<file path="config.mk">
export PLATFORM = sky130hd
export DESIGN_NAME = ddr3_cmd_queue
export DESIGN_NICKNAME = d
export VERILOG_FILES = /design/src/rtl/ddr3_cmd_queue.sv
export SDC_FILE = /design/constraint.sdc
export NUM_CORES = 1
export LEC_CHECK = 0
export CAP_MARGIN = 40
export CORE_ASPECT_RATIO = 1.75
export CORE_UTILIZATION = 55
export CTS_CLUSTER_DIAMETER = 150
export DETAILED_ROUTE_END_ITERATION = 8
export PLACE_DENSITY = 0.8
export SKIP_LAST_GASP = 1
export SLEW_MARGIN = 10
export SYNTH_ARGS = -nofsm -noshare
export SYNTH_HDL_FRONTEND = slang
export SYNTH_SLANG_ARGS = --single-unit
</file>
<file path="constraint.sdc">
create_clock -name CPU_CLK -period 4.2 [get_ports CPU_CLK]
set_clock_uncertainty 0.05 [all_clocks]
set_input_delay 1.05 -clock CPU_CLK [delete_from_list [all_inputs] [get_ports CPU_CLK]]
set_output_delay 1.05 -clock CPU_CLK [all_outputs]
set_load 0.005 [all_outputs]
</file>
<file path="src/rtl/ddr3_cmd_queue.sv">
// ddr3_cmd_queue: registered FIFO of DDR3 commands between CPU and controller core.
// Defining DDR3_CMDQ_STATS_EN adds RD_CNT/WR_CNT accepted-push counters.
module ddr3_cmd_queue #(
  parameter int DEPTH = 4,
  parameter int LW = $clog2(DEPTH) + 1
) (
  input  logic          CPU_CLK,
  input  logic          RESET_N,
  input  logic          ADDR_VALID,
  input  logic          CMD,
  input  logic [2:0]    BA,
  input  logic [14:0]   ADDR,
  input  logic [63:0]   WR_DATA,
  input  logic [7:0]    DM,
  output logic          CMD_RDY,
  output logic          Q_VALID,
  output logic          Q_CMD,
  output logic [2:0]    Q_BA,
  output logic [14:0]   Q_ADDR,
  output logic [63:0]   Q_WR_DATA,
  output logic [7:0]    Q_DM,
  input  logic          Q_POP,
  output logic [LW-1:0] Q_LEVEL
`ifdef DDR3_CMDQ_STATS_EN
  ,
  output logic [15:0]   RD_CNT,
  output logic [15:0]   WR_CNT
`endif
);
  localparam int AW = $clog2(DEPTH);
  localparam int EW = 91;
  logic [EW-1:0] mem [DEPTH];
  logic [AW-1:0] rd_ptr, wr_ptr;
  logic [LW-1:0] level_n;
  logic push, pop;
  assign push = ADDR_VALID && CMD_RDY;
  assign pop = Q_POP && Q_VALID;
  assign level_n = Q_LEVEL + LW'(push) - LW'(pop);
  // Head fields come straight from storage; blanked whenever the queue reports empty.
  assign {Q_CMD, Q_BA, Q_ADDR, Q_WR_DATA, Q_DM} = Q_VALID ? mem[rd_ptr] : '0;
  always_ff @(posedge CPU_CLK)
    if (push) mem[wr_ptr] <= {CMD, BA, ADDR, WR_DATA, DM};
  always_ff @(posedge CPU_CLK or negedge RESET_N)
    if (!RESET_N) begin
      rd_ptr  <= '0;
      wr_ptr  <= '0;
      Q_LEVEL <= '0;
      Q_VALID <= 1'b0;
      CMD_RDY <= 1'b0;
    end else begin
      if (push) wr_ptr <= wr_ptr + AW'(1);
      if (pop) rd_ptr <= rd_ptr + AW'(1);
      Q_LEVEL <= level_n;
      Q_VALID <= level_n != '0;
      CMD_RDY <= level_n < LW'(DEPTH);
    end
`ifdef DDR3_CMDQ_STATS_EN
  always_ff @(posedge CPU_CLK or negedge RESET_N)
    if (!RESET_N) begin
      RD_CNT <= '0;
      WR_CNT <= '0;
    end else if (push) begin
      if (CMD) RD_CNT <= RD_CNT + 16'd1;
      else WR_CNT <= WR_CNT + 16'd1;
    end
`endif
endmodule
</file>
==> run_results.csv <==
group,metric,value,unit
run_status,status,"finished clean",
clocking,clkSinkCount,373,
yosys,synth_top_area_frac,0.770,
sta,slew_violations,0,
place,place_ws,0.765,ns
die,num_rows,77,
yosys,synth_cell_types,25,
die,die-height,214,um
global_route,gr-total-overflow,0,
power,clockPowerShare,0.239,
clocking,cts_buffers,31,
worst_setup_path,startpoint,"rd_ptr[1]$_DFFE_PN0P_",
drt,viasPerCell,5.72,
final_layout,syn2layout_area_growth,22.7,%
yosys,synth_fp_nets,817,
yosys,synth_warnings,0,
die,core_area,25300,sq um
place,dpl.hpwl,16000,um
die,die_width,123,um
global_route,grt_pass1_wl,41800,um
drt,ant_nets,0,
sta,maxClockFrequency,256,MHz
yosys,avgSynthCellArea,19.8,sq um
drt,wl,27300,um
power,cellInternalPower,8.38,mW
yosys,yosys-top-cells-area,"edfxtp_1 (77%), mux2i_1 (13%), o22ai_1 (4.0%)",
drt,drtPass1Iterations,5,
yosys,postSynthCellCount,715,
clocking,clk_latency,0.56,ns
yosys,synth.cell_area,14200,sq um
place,dpl_cell_area,16400,sq um
final_layout,nets,1018,
sta,finalCriticalPeriod,3.90,ns
final_layout,fin_area,17400,sq um
hold_path,holdCritStartpoint,"wr_ptr[0]$_DFFE_PN0P_",
sta,max_slew_margin,0.568,
worst_setup_path,cpMaxStageDelayCell,"dfrtp_4",
clocking,cts_root_buf,"clkbuf_16",
sta,hold_ws,0.528,ns
place,place_congestion,0.707,
yosys,synth-seq-cells,373,
clocking,clkTransAtPathRegs,0.07,ns
worst_setup_path,crit_fanout,28,
drt,drc,0,
worst_setup_path,max_stage_delay,0.78,ns
sta,finalSetupTns,0,ns
clocking,ctsResizeCount,0,
sta,tightest_slew,0.648,ns
clocking,cts-htree-levels,1,
yosys,synth_most_common_cell,"edfxtp_1",
worst_setup_path,timing.rr.start,"Q_VALID$_DFF_PN0_",
yosys,synthArstFlopShare,0.0241,
clocking,post_cts_buffers,0,
run,cap_violations,0,
die,io_pins,191,
drt,vias,7198,
sta,rsz0062_at_grt,"no",
die,dieArea,26500,sq um
sta,finalHoldViolations,0,
worst_setup_path,required,3.10,ns
die,initial_core_util,0.560,
worst_setup_path,worstSetupEndpointType,"primary output",
worst_setup_path,cp.arrival,2.80,ns
worst_setup_path,path_cells,"buf_4 > mux2i_1 > o22ai_1 > clkdlybuf4s50_1",
sta,fin_ws,0.298,ns
power,combPwrFrac,0.350,
final_layout,drive_above_1_share,0.0840,
clocking,clk_path_buf_depth,3,
worst_setup_path,crit_type,"reg -> out",
place,io_buffers,190,
power,p_switching,3.53,mW
power,power.density,684,nW/um^2
yosys,yosysTopAreaCell,"edfxtp_1",
sta,final-setup-viol-count,0,
power,ir_drop,0.607,mV
clocking,cts_tree,"done",
power,leakage,6.09,nW
sta,fin_crit_sh,0.929,
yosys,synthFlopType,"edfxtp_1",
drt,drtIter0Drc,399,
worst_setup_path,crit_path_start_kind,"register",
final_layout,utilization,0.687,
power,netSwitchingFraction,0.297,
global_route,grt_pass1_vias,7718,
global_route,antenna_found_initial,5,
clocking,postCtsHoldBufs,0,
yosys,synth_common_cells,"edfxtp_1 (364), mux2i_1 (182), o22ai_1 (91)",
power,p_seq_frac,0.412,
yosys,ys_seq_area_frac,0.786,
global_route,grt_usage,0.212,
drt,wire_per_inst,21.7,um
global_route,grt_start_max_net_pins,50,
yosys,synth_edf_count,364,
hold_path,min_path_type,"reg -> reg",
[registers in the layout, summed over array words and instances (netlist names)]
name     count
Q_LEVEL      3
wr_ptr       2
CMD_RDY      1
mem        364
Q_VALID      1
rd_ptr       2
[cell type report]
type                            count  area (sq um)
Sequential cell                   373         11200
Fill cell                        1611          7930
Multi-Input combinational cell    296          2640
Timing Repair Buffer              208          2160
Clock buffer                       31           776
Tap cell                          316           395
Clock inverter                     26           245
Inverter                            6          22.5
Antenna cell                        3          7.51
[critical path: cells and delay by family (launching register included)]
kind	cells	cell delay (ns)
flip-flops	1	0.78
buffers and inverters	2	1.06
multiplexers	1	0.16
AO/OA/AOI/OAI	1	0.21
[placed cells by master, fill, tap and decap left out, types with 2 or more instances in the layout]
master,Yosys,routed
buf_12,10,10
clkinvlp_4,0,6
clkdlybuf4s50_1,0,190
clkinv_1,0,4
edfxtp_1,364,364
xnor2_1,2,2
mux2i_1,182,182
clkinv_4,0,3
dfrtp_1,9,8
nand2_1,3,2
bufinv_16,0,3
diode_2,0,3
clkinv_2,0,7
buf_4,1,8
clkbuf_16,0,31
inv_1,6,6
ha_1,6,6
and3_4,0,4
inv_6,0,2
o22ai_1,91,91
[cell families after synthesis]
logic type | Yosys count | synth area share
buffers and inverters | 46 | 0.0303
muxes | 183 | 0.129
DFF | 373 | 0.786
xor gates and xnor gates | 4 | 0.00353
AOI/OAI and AO/OA | 91 | 0.0401
and+or+nand+nor | 11 | 0.00406
adders and majority gates | 7 | 0.00670
[through the flow]
step                power (mW)  std cells
finish                    11.9       1259
global route              12.4       1259
CTS                       12.0       1256
detailed placement        9.17       1199
global placement          9.08       1199
floorplan                 7.33        715
[routing by layer]
| metal | GRT usage | share of wire | vias up |
|---|---|---|---|
| met3 | 0.0447 | 0.059 | 73 |
| met1 | 0.237 | 0.36 | 3611 |
| li1 | - | - | 3294 |
| met2 | 0.375 | 0.54 | 216 |
| met4 | 0.101 | 0.042 | 4 |
| met5 | 0 | 0.0010 | - |
[worst paths after layout]
check | to | depth (start not counted) | slack (ns)
min in group asynchronous | wr_ptr[1]$_DFFE_PN0P_ | 1 | 0.74
max reg2reg | Q_VALID$_DFF_PN0_ | 7 | 1.80
min reg2reg | wr_ptr[0]$_DFFE_PN0P_ | 1 | 0.53
max in group asynchronous | rd_ptr[1]$_DFFE_PN0P_ | 1 | 3.03
max | Q_WR_DATA[13] | 4 | 0.30
min | wr_ptr[0]$_DFFE_PN0P_ | 1 | 0.53
[power groups by stage]
stage	Clock, mW	Sequential (mW)	Combinational (mW)
3_5_place_dp	0	4.98	4.18
6_report	2.85	4.90	4.16
2_1_floorplan	0	4.91	2.42
4_1_cts	2.89	4.91	4.23
5_1_grt	3.02	4.94	4.47
3_3_place_gp	0	4.95	4.13
No activity file was read; power rests on OpenSTA's default activity.
==> variant, RTL diff (same settings) <==
Change the parameter `DEPTH` from 4 to 2.
--- a/src/rtl/ddr3_cmd_queue.sv
+++ b/src/rtl/ddr3_cmd_queue.sv
@@ -2,5 +2,5 @@
 // Defining DDR3_CMDQ_STATS_EN adds RD_CNT/WR_CNT accepted-push counters.
 module ddr3_cmd_queue #(
-  parameter int DEPTH = 4,
+  parameter int DEPTH = 2,
   parameter int LW = $clog2(DEPTH) + 1
 ) (
Ports: changed (resized Q_LEVEL); port bits go from 191 to 190. No check against the original RTL was run, so the function may have changed too.
==> variant against the original RTL <==
  * Design area decreased by 43%
  * Power down 46%
  * Area after synthesis down 48%
  * Sequential cell count is 185 lower
  * Critical endpoint is now Q_DM[7]
  * Worst setup slack better by 0.44 ns
  * Highest routed layer is now met4
  * Sequential share of layout area shrank 7.8 points
  * Routed wire length down 47%
  * Die area down 47%
==> variant: results (changes against the original RTL) <==
status=finished clean (unchanged); worst reg-to-reg setup slack=1.69 ns (was 1.80 ns); filler cell count in the final layout=752 (was 1611); Clock Tree Root=clkbuf_16 (unchanged); RD Place Congestion=0.735 (was 0.707); number of global-route vias before repair=4317 (was 7718); DPL Wire Length=10000 um (was 16000 um); FFs w/ async S/R, synth=3.19% (was 2.41%); CP max FO=50 (was 28); clk_lat worst skew=0.41 ns (was 0.56 ns); CP endpoint=Q_DM[7] (was Q_WR_DATA[13]); clk buf depth=2 (was 3); routed wire length=14600 um (was 27300 um); post-synthesis cell type count=18 (was 25); number of DRC markers in iteration 0=200 (was 399); CTS H-tree lvls=4 (was 1); critical path class=flip-flop to output pin (unchanged); Post-CTS Setup Bufs=0 (unchanged); first-pass GRT wire length=22200 um (was 41800 um); DP Worst Slack=1.15 ns (was 0.765 ns); I/O Buffers=189 (was 190); Slew HR=54.8% (was 56.8%); Top FF cell, synth=edfxtp_1 (unchanged); Vias/cell=5.15 (was 5.72); total CTS buffers=17 (was 31); n_diodes=0 (was 3); post-synthesis net count=500 (was 817); Post-DP Area=9410 um2 (was 16400 um2); Peak Freq=0.289 GHz (was 0.256 GHz); P_leak=3.56 nW (was 6.09 nW); maximum vdd ir drop=0.489 mV (was 0.607 mV); share of layout cells above drive strength 1=6.69% (was 8.40%); Critical-path top delay cell=dfrtp_2 (was dfrtp_4); initial antenna violation count=0 (was 5); drt wl/cell=18.6 um (was 21.7 um); Hold Crit Depth=1 (unchanged); Seq. cell area=5620 um2 (was 11200 um2); sink of the worst hold path=Q_LEVEL[0] (was wr_ptr[0]); register area share after synthesis=75.8% (was 78.6%); crit-path leading delay family=buffers and inverters (unchanged); Layout Nets=696 (was 1018); Arr. time, crit path=2.36 ns (was 2.80 ns); r2r endpoint=CMD_RDY (was Q_VALID); CTS clk-pin slew, worst paths=0.07 ns (about the same); number of flops mapped to enable cells by yosys=182 (was 364); Worst Hold Launch=Q_LEVEL[0] (was wr_ptr[0]); cell depth of the worst flop-to-flop path=7 (unchanged); main area contributors after synthesis=edfxtp_1 74%, mux2i_1 12%, nor2b_1 7.7% (was edfxtp_1 77%, mux2i_1 13%, o22ai_1 4.0%); HP Class=flip-flop to flip-flop (unchanged); DP Cell Count=752 (was 1199); Largest regs=mem (182), Q_LEVEL (2) (was mem (364), Q_LEVEL (3)); TritonRoute pass-1 iters=6 (was 5); mean post-synth cell area=18.3 um2 (was 19.8 um2); crit-path max cell delay=0.81 ns (was 0.78 ns); largest net degree at the start of global routing=52 (was 50); Commonest cells post-synth=182 x edfxtp_1, 91 x mux2i_1, 91 x nor2b_1 (was 364 x edfxtp_1, 182 x mux2i_1, 91 x o22ai_1); CTS resizes=0 (unchanged); GRT Util Overall=21.4% (was 21.2%)
[variant: cell count changes after synthesis, sizes merged, moves of 2 or more]
cell,change
buf,-18
edfxtp,-182
o22ai,-91
inv,-6
clkbuf,-2
and3,-3
ha,-5
dfrtp,-3
nor2b,+91
mux2i,-91
[variant: worst register-to-register path, stage by stage, from the launching register on]
cell     delay [ns]
dfrtp_2        0.81
buf_4          0.40
nand2_1        0.17
xor2_1         0.19
ha_1           0.20
xor2_1         0.15
and3b_1        0.21
or2_1          0.21
[variant: power breakdown]
group	total (W)	internal [W]	switching (W)	leakage (nW)
Sequential	0.00262	0.00244	0.000184	1.73
Combinational	0.00228	0.00135	0.000933	1.56
Clock	0.00154	0.000885	0.000656	0.268
Total	0.00644	0.00467	0.00177	3.56
[variant: per-stage QoR]
step / hold WS (ns) / utilization (%)
CTS: 0.495 / 76.8
global route: 0.525 / 76.8
detailed placement: 0.479 / 72.4
finish: 0.488 / 76.8
global placement: 0.504 / 72.4
floorplan: 0.429 / -
[variant: routing by layer]
layer  share of wire (%)  track usage [%]  vias up
li1                    -                -     1890
met1                  35             21.7     1983
met2                  58             41.1      131
met3                 3.9             4.73       31
met4                 3.3             10.1        0
met5                   0                0        -
[variant: layout make-up]
class                           instances  area share, %
Clock buffer                           20           4.37
Clock inverter                         12           1.39
Multi-Input combinational cell        196           15.9
Sequential cell                       188           56.3
Tap cell                              171           2.14
Timing Repair Buffer                  197           19.9
[variant: cells by family after synthesis]
| family | after synthesis | synth area share, % |
|---|---|---|
| muxes | 91 | 12.3 |
| AOI/OAI and AO/OA | 2 | 0.186 |
| adders and majority gates | 1 | 0.169 |
| DFF | 188 | 75.8 |
| and+or+nand+nor | 98 | 8.17 |
| buffers and inverters | 20 | 2.90 |
| xor gates and xnor gates | 4 | 0.473 |
